===== config.mk =====
export PLATFORM = sky130hd
export DESIGN_NAME = instruction_fetch_unit
export DESIGN_NICKNAME = d
export VERILOG_FILES = /design/src/rtl/instruction_fetch_unit.sv
export SDC_FILE = /design/constraint.sdc
export NUM_CORES = 1
export LEC_CHECK = 0
export BUFFER_PORTS_ARGS = -buffer_cell sky130_fd_sc_hd__buf_2
export CORE_UTILIZATION = 40
export CTS_CLUSTER_SIZE = 12
export DETAILED_ROUTE_END_ITERATION = 8
export PLACE_DENSITY = 0.7
export SKIP_LAST_GASP = 1
export SLEW_MARGIN = 20
export SYNTH_ARGS = -nofsm -noshare
export SYNTH_HDL_FRONTEND = slang
export SYNTH_SLANG_ARGS = --single-unit

===== constraint.sdc =====
create_clock -name clock -period 5.8 [get_ports clock]
set_input_delay 0.58 -clock clock [delete_from_list [all_inputs] [get_ports clock]]
set_output_delay 0.58 -clock clock [all_outputs]
set_load 0.05 [all_outputs]

===== src/rtl/instruction_fetch_unit.sv =====
// instruction_fetch_unit: owns the PC, drives fromPC, captures fullInstruction one cycle
// later and presents a registered IF/ID stage with a one-entry skid buffer for stalls.
// Ports: clock, reset (async, active-high), fromPC, fullInstruction, stall, redirect,
//        redirectPC, instrOut, pcOut, pcNext, instrValid.
module instruction_fetch_unit #(
   parameter logic [31:0] RESET_PC = 32'd0,
   parameter logic [31:0] PC_STEP  = 32'd1
) (
   input  logic        clock,
   input  logic        reset,
   output logic [31:0] fromPC,
   input  logic [31:0] fullInstruction,
   input  logic        stall,
   input  logic        redirect,
   input  logic [31:0] redirectPC,
   output logic [31:0] instrOut,
   output logic [31:0] pcOut,
   output logic [31:0] pcNext,
   output logic        instrValid
);

   typedef enum logic {RUN, HOLD} state_t;

   state_t      state;
   logic [31:0] fetchPC;
   logic [31:0] respPC;
   logic        respValid;
   logic [31:0] skidInstr;
   logic [31:0] skidPC;
   logic        skidValid;

   assign fromPC = fetchPC;
   assign pcNext = pcOut + PC_STEP;

   // respPC/respValid tag the word currently on fullInstruction.
   // In HOLD, fromPC is frozen so the memory keeps re-reading mem[fetchPC];
   // that word is picked up again on release, so nothing is lost or repeated.
   always_ff @(posedge clock or posedge reset) begin
      if (reset) begin
         state      <= RUN;
         fetchPC    <= RESET_PC;
         respPC     <= 32'd0;
         respValid  <= 1'b0;
         skidInstr  <= 32'd0;
         skidPC     <= 32'd0;
         skidValid  <= 1'b0;
         instrOut   <= 32'd0;
         pcOut      <= 32'd0;
         instrValid <= 1'b0;
      end else if (redirect) begin
         fetchPC    <= redirectPC;
         respValid  <= 1'b0;
         skidValid  <= 1'b0;
         instrValid <= 1'b0;
         state      <= RUN;
      end else begin
         unique case (state)
            RUN: begin
               if (stall) begin
                  skidInstr <= fullInstruction;
                  skidPC    <= respPC;
                  skidValid <= respValid;
                  respPC    <= fetchPC;
                  respValid <= 1'b1;
                  state     <= HOLD;
               end else begin
                  instrOut   <= fullInstruction;
                  pcOut      <= respPC;
                  instrValid <= respValid;
                  respPC     <= fetchPC;
                  respValid  <= 1'b1;
                  fetchPC    <= fetchPC + PC_STEP;
               end
            end
            HOLD: begin
               if (!stall) begin
                  instrOut   <= skidInstr;
                  pcOut      <= skidPC;
                  instrValid <= skidValid;
                  skidValid  <= 1'b0;
                  respPC     <= fetchPC;
                  respValid  <= 1'b1;
                  fetchPC    <= fetchPC + PC_STEP;
                  state      <= RUN;
               end
            end
            default: state <= RUN;
         endcase
      end
   end

endmodule


; Yosys cells after proc, flatten, opt, wreduce, memory -nomap -nowiden
; Index checks and enable logic that the tools add are counted.
[totals]
regBits = 196
output_inout_bits = 129
[op_classes]
addsub = 2
n_eq_ne = 6
n_mux = 23
n_bitwise = 2
reduce_logical = 5
[op_table]
columns = operator, n
row1 = 32-bit two-way mux, 7
row2 = 32-bit one-hot mux with 2 select lines, 3
row3 = "32-bit by 1-bit adder with 32-bit output, second input constant", 2
row4 = 1-bit two-way mux, 10
row5 = "3-bit != test, second input constant", 3
row6 = 1-bit one-hot mux with 2 select lines, 3
row7 = 2-bit AND reduction, 3
row8 = 3-bit AND reduction, 2
row9 = "2-bit != test, second input constant", 2
row10 = "2-bit by 1-bit != test with 1-bit output, second input constant", 1
row11 = 1-bit NOT, 2

; Logic depth before layout (Yosys ltp)
[depth]
ltp_word = 3
depth_mapped = 7
mapped_depth_nobuf = 5

; Worst setup path before layout
; Ideal clock, no wire load.
[synth_path]
kind = register -> output
start = register pcOut[5]
end = output port pcNext[19]
t_arrival_ns = 2.620
slack_ns = 2.600
path_stages_with_launch = 6
path_buffers = 1
path_cell_list = dfrtp_1 nand4_1 nor4_1 clkbuf_1 nand4_1 xnor2_1
[synth_between]
elab_chain_cells = 1
[synth_rtl]
columns = item, line
row1 = start: declaration, 17  ; output logic [31:0] pcOut,
row2 = start signal: assignment, 68  ; pcOut <= respPC;
row3 = start signal: assignment, 78  ; pcOut <= skidPC;
row4 = 32-bit by 1-bit adder with 32-bit output, 33  ; assign pcNext = pcOut + PC_STEP;
row5 = end: declaration, 18  ; output logic [31:0] pcNext,
; Every way passes these cells.

; Worst setup path after layout
[layout_path]
start = register pcOut[12]
end = output port pcNext[31]
; Same word-level chain as after synthesis.

==> impl_metrics.env <==
export IMPL_outcome="complete, but fails checks"
export IMPL_violations="DRC"
export IMPL_die_height_um=153
export IMPL_area_sequential_um2=4910
export IMPL_final_common_cell="buf_2"
export IMPL_synth_main_ff_cell="dfrtp_1"
export IMPL_p_clk_share_pct=28.0
export IMPL_worst_pin_slew_ns=1.10
export IMPL_wl_mm=20.9
export IMPL_clk_pin_slew_ns=0.07
export IMPL_swShare_pct=37.9
export IMPL_multi_input_area_um2=3980
export IMPL_place_ws_ns=2.76
export IMPL_numPortBuffers=196
export IMPL_yosysTopAreaCell="dfrtp_1"
export IMPL_grt_max_degree=90
export IMPL_syn_area_per_cell_um2=11.2
export IMPL_fin_ws_ns=2.47
export IMPL_syn_instance_count=812
export IMPL_clock_path_buffers=2
export IMPL_cts_resized=0
export IMPL_power_density_nw_per_um2=386
export IMPL_maxCapViolations=0
export IMPL_grt_use_total_pct=18.6
export IMPL_synth_edf_count=0
export IMPL_finalSetupTns_ns=0
export IMPL_slowest_delay_ns=0.94
export IMPL_grt_pass1_vias=6360
export IMPL_overflow=0
export IMPL_cp_cell_sequence="nand4_1 > nor4_2 > nand4_1 > xnor2_1 > buf_2"
export IMPL_yosysWarnings=0
export IMPL_yosys_top_cells_area="dfrtp_1 (54%), mux2_2 (12%), mux2i_1 (7.3%)"
export IMPL_post_route_min_period_ns=3.33
export IMPL_path_class="register to primary output"
export IMPL_clk_latency_ns=0.44
export IMPL_drtIter0Drc=301
export IMPL_hold_class="primary input to async pin"
export IMPL_cp_common_cell="nand4_1"
export IMPL_synthArstFlopShare_pct=100
export IMPL_finalSetupViolations=0
export IMPL_crit_path_end_kind="primary output"
export IMPL_cp_required_ns=5.22
export IMPL_drcViolationCount=15
export IMPL_p_int_mw=2.62
export IMPL_crit_path_start="pcOut[12]$_DFFE_PP0P_"
export IMPL_dr_pass1_iters=6
export IMPL_ys_types=42
export IMPL_numClockSinks=196
export IMPL_seq_power_share_pct=43.7
export IMPL_layout_common_cells="buf_2 (196), dfrtp_1 (195), nand2_1 (104), mux2_2 (96), o21ai_0 (80)"
export IMPL_cts_hold_buf=0
export IMPL_path_buf_inv=1
export IMPL_r2r_start="fromPC[0]$_DFFE_PP0P_"
export IMPL_layout_cells_non_filler=1280
export IMPL_syn_area_um2=9090
export IMPL_final_core_util_pct=49.6
export IMPL_diodes=0
export IMPL_die_area_um2=23300
export IMPL_switching_power_mw=1.60
export IMPL_fill_cells=2049
export IMPL_ioPinCount=197
export IMPL_layout_drive_gt1_share_pct=34.6
export IMPL_synth_top_area_share_pct=53.9
export IMPL_antenna_found_initial=0
export IMPL_postRouteAntennaNets=0
export IMPL_syn2layout_area_growth_pct=20.1
export IMPL_vias=6707
export IMPL_viasPerCell=5.24
export IMPL_max_freq_mhz=300
export IMPL_die_w_um=153
export IMPL_timing_hold_ws_ns=0.211
export IMPL_synth_seq_cells=196
export IMPL_syn_nets=882
export IMPL_rows=54
export IMPL_hpwl_mm=14.8
export IMPL_critical_path_top_delay_family="simple AND/OR/NAND/NOR gates"
export IMPL_cts_max_level=4
export IMPL_period_share_pct=57.4
export IMPL_cts_buffers=17
export IMPL_p_comb_share_pct=28.3
export IMPL_crit_arrival_ns=2.75
export IMPL_crit_slowest_cell="nor4_2"
export IMPL_crit_path_start_kind="register"
export IMPL_initial_core_util_pct=41.3
export IMPL_cp_max_fo=12
export IMPL_ys_seq_area_share_pct=53.9
export IMPL_grt_pass1_wl_mm=34.4
export IMPL_power_leakage_nw=4.84
export IMPL_wl_per_cell_um=16.3
export IMPL_nNetsFinal=1057
export IMPL_max_slew_margin_pct=26.6
export IMPL_fin_worst_skew_ns=0.0119
export IMPL_cts_tree="done"
export IMPL_drv_slew=0
export IMPL_placedCellCount=1248
export IMPL_final_hold_viol_count=0
export IMPL_ir_worst_vdd_uv=156
export IMPL_rsz0062_at_grt="no"
export IMPL_cts_root_buf="clkbuf_16"
export IMPL_post_cts_buffers=0
export IMPL_place_gp_congestion=0.826
export IMPL_coreArea_um2=22000
-- power by group through the flow --
| stage | combinational, mW | sequential, mW | clock (mW) |
|---|---|---|---|
| 2_1_floorplan | 0.577 | 2.16 | 0 |
| 3_5_place_dp | 1.20 | 1.87 | 0 |
| 3_3_place_gp | 1.19 | 1.86 | 0 |
| 4_1_cts | 1.20 | 1.84 | 1.21 |
| 5_1_grt | 1.27 | 1.88 | 1.26 |
| 6_report | 1.19 | 1.84 | 1.18 |
-- synth_stat cells, drive strengths merged (9+ instances only) --
master  number
buf         10
nand4       19
xnor2       34
a31oi       16
mux2i       66
nor2        27
inv         10
clkbuf      38
dfrtp      196
xor2         9
o31ai        9
nand3       26
or4         10
mux2        96
nand2      104
o21ai       80
-- sequential cells by signal, indices dropped and copies added (netlist names) --
register	cells
fromPC	32
instrOut	32
pcOut	32
respPC	32
skidInstr	32
skidPC	32
instrValid	1
respValid	1
skidValid	1
state	1
-- worst register-to-register path, delay by kind of cell, from the launching register on --
kind	cells	cell delay, ns
AND/OR/NAND/NOR	3	1.49
AO/OA/AOI/OAI	1	0.18
flip-flops	1	0.50
adder cells (fa/ha/maj)	1	0.25
-- cells by family (layout without fill, tap and decap cells) --
| logic type | Yosys count | in the layout | share of synthesized area [%] |
|---|---|---|---|
| flops | 196 | 196 | 53.9 |
| compound gates | 117 | 117 | 7.29 |
| xor+xnor | 43 | 43 | 4.14 |
| buf+inv | 58 | 246 | 2.55 |
| fa+ha+maj | 2 | 2 | 0.275 |
| simple gates | 234 | 234 | 12.6 |
| mux | 162 | 162 | 19.2 |
-- layout make-up --
type,count,area share (%)
Sequential cell,196,45.0
Multi-Input combinational cell,558,36.5
Timing Repair Buffer,204,9.53
Clock buffer,21,4.40
Tap cell,280,3.21
Clock inverter,11,1.07
Inverter,10,0.378
-- metrics by stage --
step	power, mW	area (um^2)
after floorplan	2.73	9090
after global placement	3.04	10300
after detailed placement	3.07	10300
after CTS	4.25	10900
after global routing	4.41	10900
final	4.22	10900
-- worst paths after layout --
path                                              to  slack (ns)  depth (start not counted)
setup / recovery                          pcNext[31]        2.47                          5
hold / removal             skidInstr[26]$_DFFE_PP0P_        0.21                          2
setup reg to reg              fromPC[24]$_DFFE_PP0P_        3.30                          5
hold reg to reg             instrOut[12]$_DFFE_PP0P_        0.47                          2
max in group asynchronous     skidPC[21]$_DFFE_PP0P_        4.27                          3
min in group clock             fromPC[4]$_DFFE_PP0P_        0.35                          3
-- metal layers --
layer,vias up,GRT usage [%],wire (um)
met5,-,0,0
met4,0,7.55,490
met3,34,3.24,964
met2,183,28.5,9390
met1,3241,26.2,10000
li1,3249,-,-
Note: power is estimated with default switching activity, not from simulation.
